==> src/rtl/x_sram_pkg.sv <==
// Shared definitions for the SRAM lane response path.
// Provides the lane count, the lane index width, the default fill byte and
// the response-collector state type.
package x_sram_pkg;

  localparam int unsigned N_LANES      = 16;
  localparam int unsigned LANE_IDX_W   = 4;
  localparam int unsigned BYTE_W       = 8;
  localparam logic [7:0]  FILL_DEFAULT = 8'hEE;

  typedef enum logic [1:0] {
    IDLE    = 2'd0,
    COLLECT = 2'd1,
    SEND    = 2'd2
  } rsp_state_t;

endpackage

==> src/rtl/x_lsb_find16.sv <==
// Lowest-set-bit encoder over 16 bits.
// Ports:
//   i_vec   : input vector, bit n is lane n
//   o_idx_c : index of the lowest set bit (0 when i_vec is zero)
//   o_any_c : high when any bit of i_vec is set
module x_lsb_find16
  import x_sram_pkg::*;
(
  input  logic [N_LANES-1:0]    i_vec,
  output logic [LANE_IDX_W-1:0] o_idx_c,
  output logic                  o_any_c
);

  // Scan from the top so the lowest set bit is written last and wins.
  always_comb begin
    o_idx_c = '0;
    o_any_c = |i_vec;
    for (int i = N_LANES - 1; i >= 0; i--) begin
      if (i_vec[i]) o_idx_c = LANE_IDX_W'(i);
    end
  end

endmodule

==> src/rtl/x_rsp_collect.sv <==
// Collects read bytes from the 16 SRAM data lanes named in an issued lane
// mask, waits for all of them (or a timeout), then streams them to the UART
// transmitter in ascending lane order over a valid/accept handshake.
// Ports:
//   i_clk, i_rst            : clock, asynchronous active-high reset
//   i_issue, i_mask         : read launch pulse and the lanes expected to answer
//   i_ready, i_rdata_0..F   : per-lane read strobe and read byte
//   o_valid, o_data         : byte offered to the transmitter
//   i_accept                : transmitter takes o_data this cycle
//   o_busy                  : high outside IDLE
//   o_done                  : one-cycle pulse after the last byte is accepted
//   o_overrun, o_timeout    : sticky protocol-error / lane-filled flags
module x_rsp_collect
  import x_sram_pkg::*;
#(
  parameter int unsigned TIMEOUT = 4096,
  parameter logic [7:0]  FILL    = FILL_DEFAULT,
  parameter int unsigned CNT_W   = 16
) (
  input  logic               i_clk,
  input  logic               i_rst,
  input  logic               i_issue,
  input  logic [N_LANES-1:0] i_mask,
  input  logic [N_LANES-1:0] i_ready,
  input  logic [7:0]         i_rdata_0,
  input  logic [7:0]         i_rdata_1,
  input  logic [7:0]         i_rdata_2,
  input  logic [7:0]         i_rdata_3,
  input  logic [7:0]         i_rdata_4,
  input  logic [7:0]         i_rdata_5,
  input  logic [7:0]         i_rdata_6,
  input  logic [7:0]         i_rdata_7,
  input  logic [7:0]         i_rdata_8,
  input  logic [7:0]         i_rdata_9,
  input  logic [7:0]         i_rdata_A,
  input  logic [7:0]         i_rdata_B,
  input  logic [7:0]         i_rdata_C,
  input  logic [7:0]         i_rdata_D,
  input  logic [7:0]         i_rdata_E,
  input  logic [7:0]         i_rdata_F,
  output logic               o_valid,
  output logic [7:0]         o_data,
  input  logic               i_accept,
  output logic               o_busy,
  output logic               o_done,
  output logic               o_overrun,
  output logic               o_timeout
);

  // Last counter value of the COLLECT window; unused when TIMEOUT is 0.
  localparam logic [CNT_W-1:0] TO_LAST = CNT_W'((TIMEOUT == 0) ? 0 : TIMEOUT - 1);

  logic [7:0] rdata [N_LANES];

  assign rdata[0]  = i_rdata_0;
  assign rdata[1]  = i_rdata_1;
  assign rdata[2]  = i_rdata_2;
  assign rdata[3]  = i_rdata_3;
  assign rdata[4]  = i_rdata_4;
  assign rdata[5]  = i_rdata_5;
  assign rdata[6]  = i_rdata_6;
  assign rdata[7]  = i_rdata_7;
  assign rdata[8]  = i_rdata_8;
  assign rdata[9]  = i_rdata_9;
  assign rdata[10] = i_rdata_A;
  assign rdata[11] = i_rdata_B;
  assign rdata[12] = i_rdata_C;
  assign rdata[13] = i_rdata_D;
  assign rdata[14] = i_rdata_E;
  assign rdata[15] = i_rdata_F;

  rsp_state_t            state_q, state_d;
  logic [N_LANES-1:0]    mask_q, mask_d;
  logic [N_LANES-1:0]    got_q, got_d;
  logic [N_LANES-1:0]    pend_q, pend_d;
  logic [CNT_W-1:0]      cnt_q, cnt_d;
  logic [LANE_IDX_W-1:0] ptr_q, ptr_d;
  logic [7:0]            lane_buf_q [N_LANES];
  logic [7:0]            lane_buf_d [N_LANES];
  logic                  valid_q, valid_d;
  logic [7:0]            data_q, data_d;
  logic                  busy_q, busy_d;
  logic                  done_q, done_d;
  logic                  overrun_q, overrun_d;
  logic                  timeout_q, timeout_d;
  logic [N_LANES-1:0]    cap;
  logic                  pend_any;

  // Next lane to send is always the lowest bit still pending.
  x_lsb_find16 u_lsb (
    .i_vec   (pend_d),
    .o_idx_c (ptr_d),
    .o_any_c (pend_any)
  );

  // State, capture and pending-set update.
  always_comb begin
    state_d    = state_q;
    mask_d     = mask_q;
    got_d      = got_q;
    pend_d     = pend_q;
    cnt_d      = cnt_q;
    lane_buf_d = lane_buf_q;
    done_d     = 1'b0;
    overrun_d  = overrun_q;
    timeout_d  = timeout_q;
    cap        = '0;

    unique case (state_q)
      IDLE: begin
        if (i_issue && (i_mask != '0)) begin
          mask_d    = i_mask;
          got_d     = '0;
          cnt_d     = '0;
          overrun_d = 1'b0;
          timeout_d = 1'b0;
          state_d   = COLLECT;
        end
      end

      COLLECT: begin
        if (i_issue) overrun_d = 1'b1;
        // First byte per expected lane wins; anything else is a protocol error.
        cap = i_ready & mask_q & ~got_q;
        if ((i_ready & ~cap) != '0) overrun_d = 1'b1;
        for (int n = 0; n < N_LANES; n++) begin
          if (cap[n]) lane_buf_d[n] = rdata[n];
        end
        got_d = got_q | cap;
        cnt_d = cnt_q + CNT_W'(1);
        if ((got_d & mask_q) == mask_q) begin
          pend_d  = mask_q;
          state_d = SEND;
        end else if ((TIMEOUT != 0) && (cnt_q == TO_LAST)) begin
          pend_d    = mask_q;
          timeout_d = 1'b1;
          state_d   = SEND;
        end
      end

      SEND: begin
        if (i_issue) overrun_d = 1'b1;
        if (i_accept) begin
          pend_d[ptr_q] = 1'b0;
          if (pend_d == '0) begin
            done_d  = 1'b1;
            state_d = IDLE;
          end
        end
      end

      default: state_d = IDLE;
    endcase
  end

  // Registered output byte: the lane buffer (including this cycle's capture)
  // or the fill byte for a lane that never answered.
  always_comb begin
    valid_d = 1'b0;
    data_d  = data_q;
    busy_d  = (state_d != IDLE);
    if ((state_d == SEND) && pend_any) begin
      valid_d = 1'b1;
      data_d  = got_d[ptr_d] ? lane_buf_d[ptr_d] : FILL;
    end
  end

  always_ff @(posedge i_clk or posedge i_rst) begin
    if (i_rst) begin
      state_q   <= IDLE;
      mask_q    <= '0;
      got_q     <= '0;
      pend_q    <= '0;
      cnt_q     <= '0;
      ptr_q     <= '0;
      valid_q   <= 1'b0;
      data_q    <= '0;
      busy_q    <= 1'b0;
      done_q    <= 1'b0;
      overrun_q <= 1'b0;
      timeout_q <= 1'b0;
      for (int n = 0; n < N_LANES; n++) lane_buf_q[n] <= '0;
    end else begin
      state_q    <= state_d;
      mask_q     <= mask_d;
      got_q      <= got_d;
      pend_q     <= pend_d;
      cnt_q      <= cnt_d;
      ptr_q      <= ptr_d;
      valid_q    <= valid_d;
      data_q     <= data_d;
      busy_q     <= busy_d;
      done_q     <= done_d;
      overrun_q  <= overrun_d;
      timeout_q  <= timeout_d;
      lane_buf_q <= lane_buf_d;
    end
  end

  assign o_valid   = valid_q;
  assign o_data    = data_q;
  assign o_busy    = busy_q;
  assign o_done    = done_q;
  assign o_overrun = overrun_q;
  assign o_timeout = timeout_q;

endmodule

==> config.mk <==
export PLATFORM = sky130hd
export DESIGN_NAME = x_rsp_collect
export DESIGN_NICKNAME = d
export VERILOG_FILES = /design/src/rtl/x_sram_pkg.sv /design/src/rtl/x_lsb_find16.sv /design/src/rtl/x_rsp_collect.sv
export SDC_FILE = /design/constraint.sdc
export NUM_CORES = 1
export LEC_CHECK = 0
export ABC_AREA = 0
export CAP_MARGIN = 15
export CELL_PAD_IN_SITES_DETAIL_PLACEMENT = 0
export CELL_PAD_IN_SITES_GLOBAL_PLACEMENT = 1
export CORE_ASPECT_RATIO = 1.25
export CORE_MARGIN = 2
export CORE_UTILIZATION = 41
export DETAILED_ROUTE_END_ITERATION = 12
export GPL_TIMING_DRIVEN = 0
export PLACE_DENSITY_LB_ADDON = 0.1
export SYNTH_ARGS = -nofsm -noshare
export SYNTH_HDL_FRONTEND = slang
export SYNTH_SLANG_ARGS = --single-unit
==> constraint.sdc <==
create_clock -name i_clk -period 7.5 [get_ports i_clk]
set_clock_uncertainty 0.15 [all_clocks]
set_input_delay 0.75 -clock i_clk [delete_from_list [all_inputs] [get_ports i_clk]]
set_output_delay 0.75 -clock i_clk [all_outputs]
set_load 0.05 [all_outputs]
==> impl_metrics.env <==
export IMPL_min_path_type="reg2reg"
export IMPL_grt_total_usage_pct=26.5
export IMPL_finalHoldViolations=0
export IMPL_route_detailed_drc=0
export IMPL_syn_area_mm2=0.0109
export IMPL_fillCellCount=2426
export IMPL_maxSlewHeadroom_pct=42.9
export IMPL_gr_max_usage_layer="met2"
export IMPL_grt_max_degree=122
export IMPL_area_delta_synth_final_pct=28.5
export IMPL_syn_nets=1213
export IMPL_met2_usage_pct=48.9
export IMPL_crit_buf_inv=3
export IMPL_final_max_slew_viol_count=0
export IMPL_cts_inserted_buffers=24
export IMPL_rsz0062_at_grt="false"
export IMPL_nNetsFinal=1416
export IMPL_cp_arrival_ps=6120
export IMPL_grt_pass1_vias=9171
export IMPL_synth_area_leaders="dfrtp_1 49%, mux2_2 15%, nor2_1 4.9%, o21ai_0 4.0%, a21oi_1 2.7%"
export IMPL_crit_path_end_kind="flop"
export IMPL_cts_buffer_depth=3
export IMPL_ioPinCount=177
export IMPL_critPathSlowestCell="a21oi_1"
export IMPL_met1_usage_pct=33.1
export IMPL_finalSetupViolCount=0
export IMPL_fmax_mhz=172
export IMPL_hold_buffers=0
export IMPL_vias=9097
export IMPL_wire_per_inst_um=22.9
export IMPL_die_h_um=186
export IMPL_antenna_found_initial=0
export IMPL_grtUsageMet3_pct=3.09
export IMPL_synth_warnings=0
export IMPL_p_leak_nw=5.80
export IMPL_num_rows=66
export IMPL_final_cell_mix="211 x dfrtp_1, 176 x clkdlybuf4s50_1, 146 x mux2_2"
export IMPL_period_share_pct=77.7
export IMPL_dp_cells=1561
export IMPL_ys_flop_type="dfrtp_1"
export IMPL_synthArstFlopShare_pct=100
export IMPL_synth_area_per_cell_um2=10.4
export IMPL_crit_path_cell_trace="clkdlybuf4s50_1 > nor3b_1 > nor4_1 > nand4_1 > a21oi_1 > a221oi_1 > a21oi_1 > o311ai_1 > a31oi_4 > buf_2 > clkbuf_1 > o21ai_0 > o2111ai_1 > o41ai_1 > a21oi_1"
export IMPL_hpwl_mm=27.7
export IMPL_finish_utilization_pct=53.7
export IMPL_drtAntennaViolNets=0
export IMPL_fin_crit_ps=5830
export IMPL_grt_overflow_total=0
export IMPL_post_cts_resized=0
export IMPL_synth_seq_cells=211
export IMPL_yosys_area_top_type="dfrtp_1"
export IMPL_crit_path_frequent_cell="a21oi_1"
export IMPL_maxCapViolations=0
export IMPL_synth_edf_count=0
export IMPL_tightestPinTransition_ps=843
export IMPL_cp_max_fo=10
export IMPL_vias_per_cell=5.67
export IMPL_antenna_cells=0
export IMPL_syn_inst=1044
export IMPL_dieArea_mm2=0.0278
export IMPL_drive_gt1_share_pct=17.9
export IMPL_htree_levels=1
export IMPL_grt_pass1_wl_mm=55.0
export IMPL_cellPowerDensity_mw_per_mm2=506
export IMPL_postCtsSetupBuffers=0
export IMPL_core_region_area_mm2=0.0260
export IMPL_ys_types=75
export IMPL_crit_type="in2reg"
export IMPL_drtIter0Drc=535
export IMPL_ys_seq_area_share_pct=48.6
export IMPL_synth_top_area_share_pct=48.6
export IMPL_vdd_drop_max_uv=247
export IMPL_max_stage_delay_ps=760
export IMPL_dp_slack_ps=1180
export IMPL_outcome="complete, no violations"
export IMPL_cts_root_buffer="clkbuf_16"
export IMPL_crit_family="compound AO/OA/AOI/OAI gates"
export IMPL_required_ps=7790
export IMPL_fin_ws_ps=1670
export IMPL_cp_start_kind="input port"
export IMPL_initial_core_util_pct=41.8
export IMPL_chipWidth_um=150
export IMPL_layout_cells_non_filler=1605
export IMPL_hold_ws_ps=343
export IMPL_gp_congestion=0.920
export IMPL_dr_pass1_iters=5
export IMPL_layout_commonest_cell="dfrtp_1"
export IMPL_clk_latency_ps=530
export IMPL_wirelength_mm=36.7
export IMPL_numClockSinks=211
export IMPL_tns_ps=0
export IMPL_cts_tree="done"
export IMPL_portBuffers=176
export IMPL_clkTransAtPathRegs_ps=60
[cells by family after synthesis]
family          Yosys count  share of synthesized area, %
xor+xnor                 11                         0.886
simple gates            321                          15.0
compound gates          266                          16.0
mux                     156                          16.0
flops                   211                          48.6
buf+inv                  74                          2.92
fa+ha+maj                 5                         0.575
[worst paths after layout]
path,start,to,slack (ps),depth (start not counted)
setup / recovery,i_ready[1],o_data[6]$_DFFE_PP0P_,1670,15
hold / removal,lane_buf_q[116]$_DFF_PP0_,lane_buf_q[116]$_DFF_PP0_,340,1
setup reg to reg,mask_q[1]$_DFFE_PP0P_,o_data[6]$_DFFE_PP0P_,1910,14
hold reg to reg,lane_buf_q[116]$_DFF_PP0_,lane_buf_q[116]$_DFF_PP0_,340,1
max in group asynchronous,i_rst,lane_buf_q[31]$_DFF_PP0_,5610,3
min in group asynchronous,i_rst,mask_q[1]$_DFFE_PP0P_,550,2
[power by group]
group | internal (W) | switching (W) | total [W]
Sequential | 0.00162 | 0.000275 | 0.00189
Combinational | 0.00151 | 0.00239 | 0.00389
Clock | 0.000798 | 0.000491 | 0.00129
[per-stage QoR]
stage | power [W] | area, um^2
2_1_floorplan | 0.00443 | 10900
3_3_place_gp | 0.00577 | 13100
3_5_place_dp | 0.00581 | 13100
4_1_cts | 0.00712 | 14000
5_1_grt | 0.00751 | 14000
6_report | 0.00707 | 14000
[synthesized netlist by cell type, types with 3 or more instances]
cell / n
nor4_1: 15
nand4b_1: 19
nand3_1: 12
a211o_1: 3
o21a_1: 3
a21oi_1: 59
o2111ai_1: 3
buf_1: 3
o221ai_1: 4
buf_2: 8
o22a_1: 6
or3_1: 14
a22o_1: 4
a22oi_1: 4
inv_1: 30
o41ai_1: 5
mux2i_1: 10
and2_1: 3
a31oi_1: 9
clkbuf_1: 28
nor3b_1: 17
dfrtp_1: 211
a211oi_1: 4
buf_6: 4
a221oi_1: 4
a31o_2: 5
or2_2: 4
xor2_1: 10
nand2_1: 38
mux2_2: 146
o21ai_1: 4
ha_1: 5
o22ai_1: 16
nor2_1: 142
nor3_1: 13
o21bai_1: 4
nand4_1: 13
o311a_1: 3
o21ai_0: 87
a21boi_0: 8
a21o_1: 3
and3_1: 4
o211ai_1: 3
nand2b_1: 10
[registers in the layout (all words and copies together), names as in the netlist, 2 cells and up]
signal,count
pend_q,16
ptr_q,4
cnt_q,16
got_q,16
state_q,2
lane_buf_q,128
o_data,8
mask_q,16
[layout make-up]
cell class | count | area, um^2 | share of cell area [%]
clock inverters | 8 | 120 | 0.860
well taps | 340 | 425 | 3.04
repair buffers | 177 | 1790 | 12.8
multi-input cells | 759 | 5280 | 37.8
inverters | 31 | 124 | 0.887
flip-flops and latches | 211 | 5280 | 37.8
plain buffers | 43 | 201 | 1.44
clock buffers | 36 | 757 | 5.42
[metal layers]
layer,vias up,share of wire (%)
met3,56,4.3
met1,4544,41
met4,0,2.1
met2,246,52
met5,-,0
li1,4251,-
Power figures use the tool's default switching activity.
==> patch 1 (same flow settings) <==
Register the output `o_overrun` once more; this adds one clock of latency there. The other outputs are not delayed to match.
--- a/src/rtl/x_rsp_collect.sv
+++ b/src/rtl/x_rsp_collect.sv
@@ -201,7 +201,9 @@
   assign o_data    = data_q;
   assign o_busy    = busy_q;
   assign o_done    = done_q;
-  assign o_overrun = overrun_q;
+  always_ff @(posedge i_clk) begin
+    o_overrun <= overrun_q;
+  end
   assign o_timeout = timeout_q;
 
 endmodule
Check against the original RTL: not equivalent (Yosys sat finds a counterexample within 4 cycles, from zero or initial values and one cycle with i_rst high).
==> patch 1 against the unedited design <==
  * Total power decreased by 0.67%
  * Design area fell by 0.43%
  * Count of clock-buffer cells in the layout down 3
  * Worst setup slack worse by 0.16 ns
  * Sequential share of layout area rose by 0.31 points
  * Fmax fell by 2.6%
  * Sequential cell count up 1
  * Synthesized area grew 0.18%
  * Largest power group unchanged
  * Routed wire length up 1.3%
==> patch 1: results (changes against the unedited design) <==
status:
  status: "completed"
power_and_ir_drop:
  clock_power_w: 0.00120  # -7%
  switching_share_pct: 45.34  # +0.77 points
  irDropWorstVdd_mv: 0.2575  # +4.2%
  clkPwrFrac_pct: 17.1  # -1.1 points
  leakage_nw: 5.759  # -0.64%
worst_setup_path:
  rr_worst_depth: 14  # unchanged
  path_max_fanout: 10  # unchanged
  r2r_setup_slack_ns: 1.74  # -0.17 ns
  arrival_ns: 6.28  # +0.16 ns
  r2r_start: "mask_q[5]"
  critPathMaxStageDelay_ns: 0.79  # +0.03 ns
synth:
  synthTopCellsByArea: "dfrtp_1, mux2_2, nor2_1"
  synth_cell_types: 76  # +1.3%
  ys_seq_area_share_pct: 48.66  # +0.095 points
  syn_nets: 1214  # +0.082%
  synth_area_per_cell_um2: 10.42  # about the same
  synth_seq_cells: 212  # +0.47%
  synthArstFlopShare_pct: 99.53  # -0.47 points
cells_and_area:
  clkbuf_count: 33  # -8.3%
  nonClkBufAreaFrac_pct: 14.31  # +0.062 points
  fillerInstances: 2433  # +0.29%
  clock_area_share_pct: 5.729  # -0.55 points
  final_util_pct: 53.31  # -0.40 points
  drive_above_1_share_pct: 17.55  # -0.32 points
  ff_latch_area_mm2: 0.005300  # +0.38%
  fin_nets: 1418  # +0.14%
global_routing:
  grt_pass1_wl_mm: 55.69  # +1.2%
  grt_use_total_pct: 26.69  # +0.20 points
  grt_max_degree: 111  # -9.0%
  grt_pass1_vias: 9413  # +2.6%
sta:
  fmaxAchievable_ghz: 0.1672  # -2.6%
  worst_slew_pin_slew_ns: 0.8214  # -0.02160 ns
  holdWs_ns: 0.3038  # -0.03958 ns
placement:
  dpl.cell_count: 1562  # +0.064%
  place_area_mm2: 0.01312  # +0.15%
  dpl_worst_slack_ns: 1.094  # -0.08080 ns
  place_congestion: 0.9267  # +0.76%
  dp_hpwl_mm: 27.71  # about the same
drt:
  viasPerCell: 5.710  # +0.75%
  drt_iter0_drc: 498  # -6.9%
  drt-pass1-iter-count: 4  # -1
  drt_wl_total_mm: 37.19  # +1.3%
  vias: 9165  # +0.75%
cts:
  cts-root-buf: "clkbuf_16"
  numCtsBuffers: 25  # +4.2%
worst_hold_path:
  worstHoldPathCells: 0  # -1
  min-delay-start: "overrun_q"
  min_to: "o_overrun"
-- patch 1: cell count changes after synthesis, sizes merged --
cell   delta
dfxtp     +1
-- patch 1: routing by layer --
metal	track usage, %	part of all wire, %
met5	0	0
met2	48.18	51
met1	33.10	40
met4	9.321	3.5
met3	3.024	4.9
-- patch 1: worst max path at each step --
| stage | to | start | cells past startpoint |
|---|---|---|---|
| 6_report | o_data[6] | i_ready[3] | 15 |
| 5_1_grt | o_data[6] | i_ready[3] | 15 |
| 4_1_cts | o_data[6] | i_ready[3] | 16 |
| 3_5_place_dp | o_data[6] | i_ready[3] | 16 |
| 3_3_place_gp | lane_buf_q[23] | i_rst | 2 |
| 2_1_floorplan | cnt_q[0] | i_rst | 1 |
-- patch 1: kinds of logic after synthesis --
kind of cell / count (synthesis) / share of synthesized area (%)
fa+ha+maj: 5 / 0.5743
buf+inv: 74 / 2.917
simple gates: 321 / 14.99
flops: 212 / 48.66
compound gates: 266 / 15.97
mux: 156 / 16.01
xor+xnor: 11 / 0.8844
==> patch 2 (config.mk and constraints unchanged) <==
Without the edit above. `CNT_W`: 16 -> 32.
--- a/src/rtl/x_rsp_collect.sv
+++ b/src/rtl/x_rsp_collect.sv
@@ -15,7 +15,7 @@
 #(
   parameter int unsigned TIMEOUT = 4096,
   parameter logic [7:0]  FILL    = FILL_DEFAULT,
-  parameter int unsigned CNT_W   = 16
+  parameter int unsigned CNT_W   = 32
 ) (
   input  logic               i_clk,
   input  logic               i_rst,
Function: same outputs for any inputs over 4 cycles, from zero or initial values and one cycle with i_rst high; that may be too few to reach the edited logic, so the function may still have changed.
==> patch 2 against the unedited design <==
  * Register-to-register slack better by 0.40 ns
  * Design area rose by 4.9%
  * Worst setup slack improved by 0.41 ns
  * Routed wire length decreased by 5.6%
  * Synthesized area increased by 6.2%
  * Fmax increased by 7.6%
  * Critical path type unchanged
  * Die area rose by 6.1%
  * Sequential cell count increased by 16
Power is not shown: default switching activity piles up to over one toggle a cycle in this logic, so the estimate is an artifact.
==> patch 2: results (changes against the unedited design) <==
cells_and_area:
  n_all_buffers: 209  # -5.0%
  fin_nets: 1378  # -2.7%
  inverters: 40  # +29%
  fillerInstances: 2475  # +2.0%
  ff_latch_area_mm2: 0.005680  # +7.6%
  multi_input_area_mm2: 0.005542  # +5.1%
  num-multi-input-gates: 705  # -7.1%
  reg.largest.list: "lane_buf_q x128, cnt_q x32"
  nonClkBufAreaFrac_pct: 13.61  # -0.63 points
  clkbuf_count: 42  # +17%
  drive_above_1_share_pct: 19.56  # +1.7 points
  clock_area_share_pct: 5.705  # -0.57 points
drt:
  drt_iter0_drc: 438  # -18%
  wl_met3_mm: 2.026  # +29%
  met1_length_mm: 14.33  # -5.0%
  top_layer: "met5"
  vias: 8770  # -3.6%
  met2_length_mm: 17.55  # -8.9%
  drt_wl_total_mm: 34.66  # -5.6%
worst_setup_path:
  r2r_setup_slack_ns: 2.31  # +0.40 ns
  startpoint: "i_ready[3]"
  crit_slowest_cell: "nor3_1"
  r2r_start: "mask_q[8]"
  r2r-end: "o_data[7]"
  arrival_ns: 5.65  # -0.47 ns
  endpoint: "o_data[7]"
  critPathMaxStageDelay_ns: 0.90  # +0.14 ns
global_routing:
  use_met2_pct: 42.19  # -6.7 points
  grt_max_degree: 95  # -22%
  grt_use_total_pct: 23.43  # -3.1 points
  grt_pass1_wl_mm: 53.01  # -3.7%
  met3_usage_pct: 5.009  # +1.9 points
  met1_usage_pct: 28.75  # -4.4 points
  grt_pass1_vias: 9087  # -0.92%
cts:
  clock-sinks: 227  # +7.6%
  cts-root-buf: "clkbuf_16"
  numCtsBuffers: 26  # +8.3%
synth:
  ys_top_cells_by_count: "dfrtp_1, mux2_2, nor2_1"
  syn_nets: 1172  # -3.4%
  ys_seq_area_share_pct: 49.17  # +0.61 points
  synthTopCellsByArea: "dfrtp_1, mux2_2, mux2i_1"
sta:
  holdWs_ns: 0.3415  # -0.001841 ns
  worst_slew_pin_slew_ns: 1.139  # +0.2963 ns
worst_hold_path:
  min_to: "lane_buf_q[59]"
status:
  status: "completed"
placement:
  place_congestion: 0.8795  # -4.4%
  dp_hpwl_mm: 25.99  # -6.2%
-- patch 2: worst max-delay path: cells and delay by family --
family                 cells  cell delay [ns]
AND/OR/NAND/NOR            7             2.36
AO/OA/AOI/OAI              5             1.45
buffers and inverters      3             1.07
-- patch 2: stage by stage --
step	worst slack [ns]	std cells	area, um^2	utilization [%]
after floorplan	0.3805	1003	11550	-
final	2.086	1577	14650	52.98
after global placement	-3.025	1529	13750	49.73
after CTS	2.235	1577	14650	52.98
after global routing	1.922	1577	14650	52.98
after detailed placement	1.718	1531	13810	49.96
-- patch 2: kinds of logic after synthesis --
| kind of cell | count (synthesis) | synth area share (%) |
|---|---|---|
| simple gates | 250 | 12.10 |
| flops | 227 | 49.17 |
| compound gates | 200 | 12.16 |
| mux | 224 | 21.20 |
| fa+ha+maj | 5 | 0.5415 |
| buf+inv | 71 | 2.859 |
| xor+xnor | 26 | 1.971 |
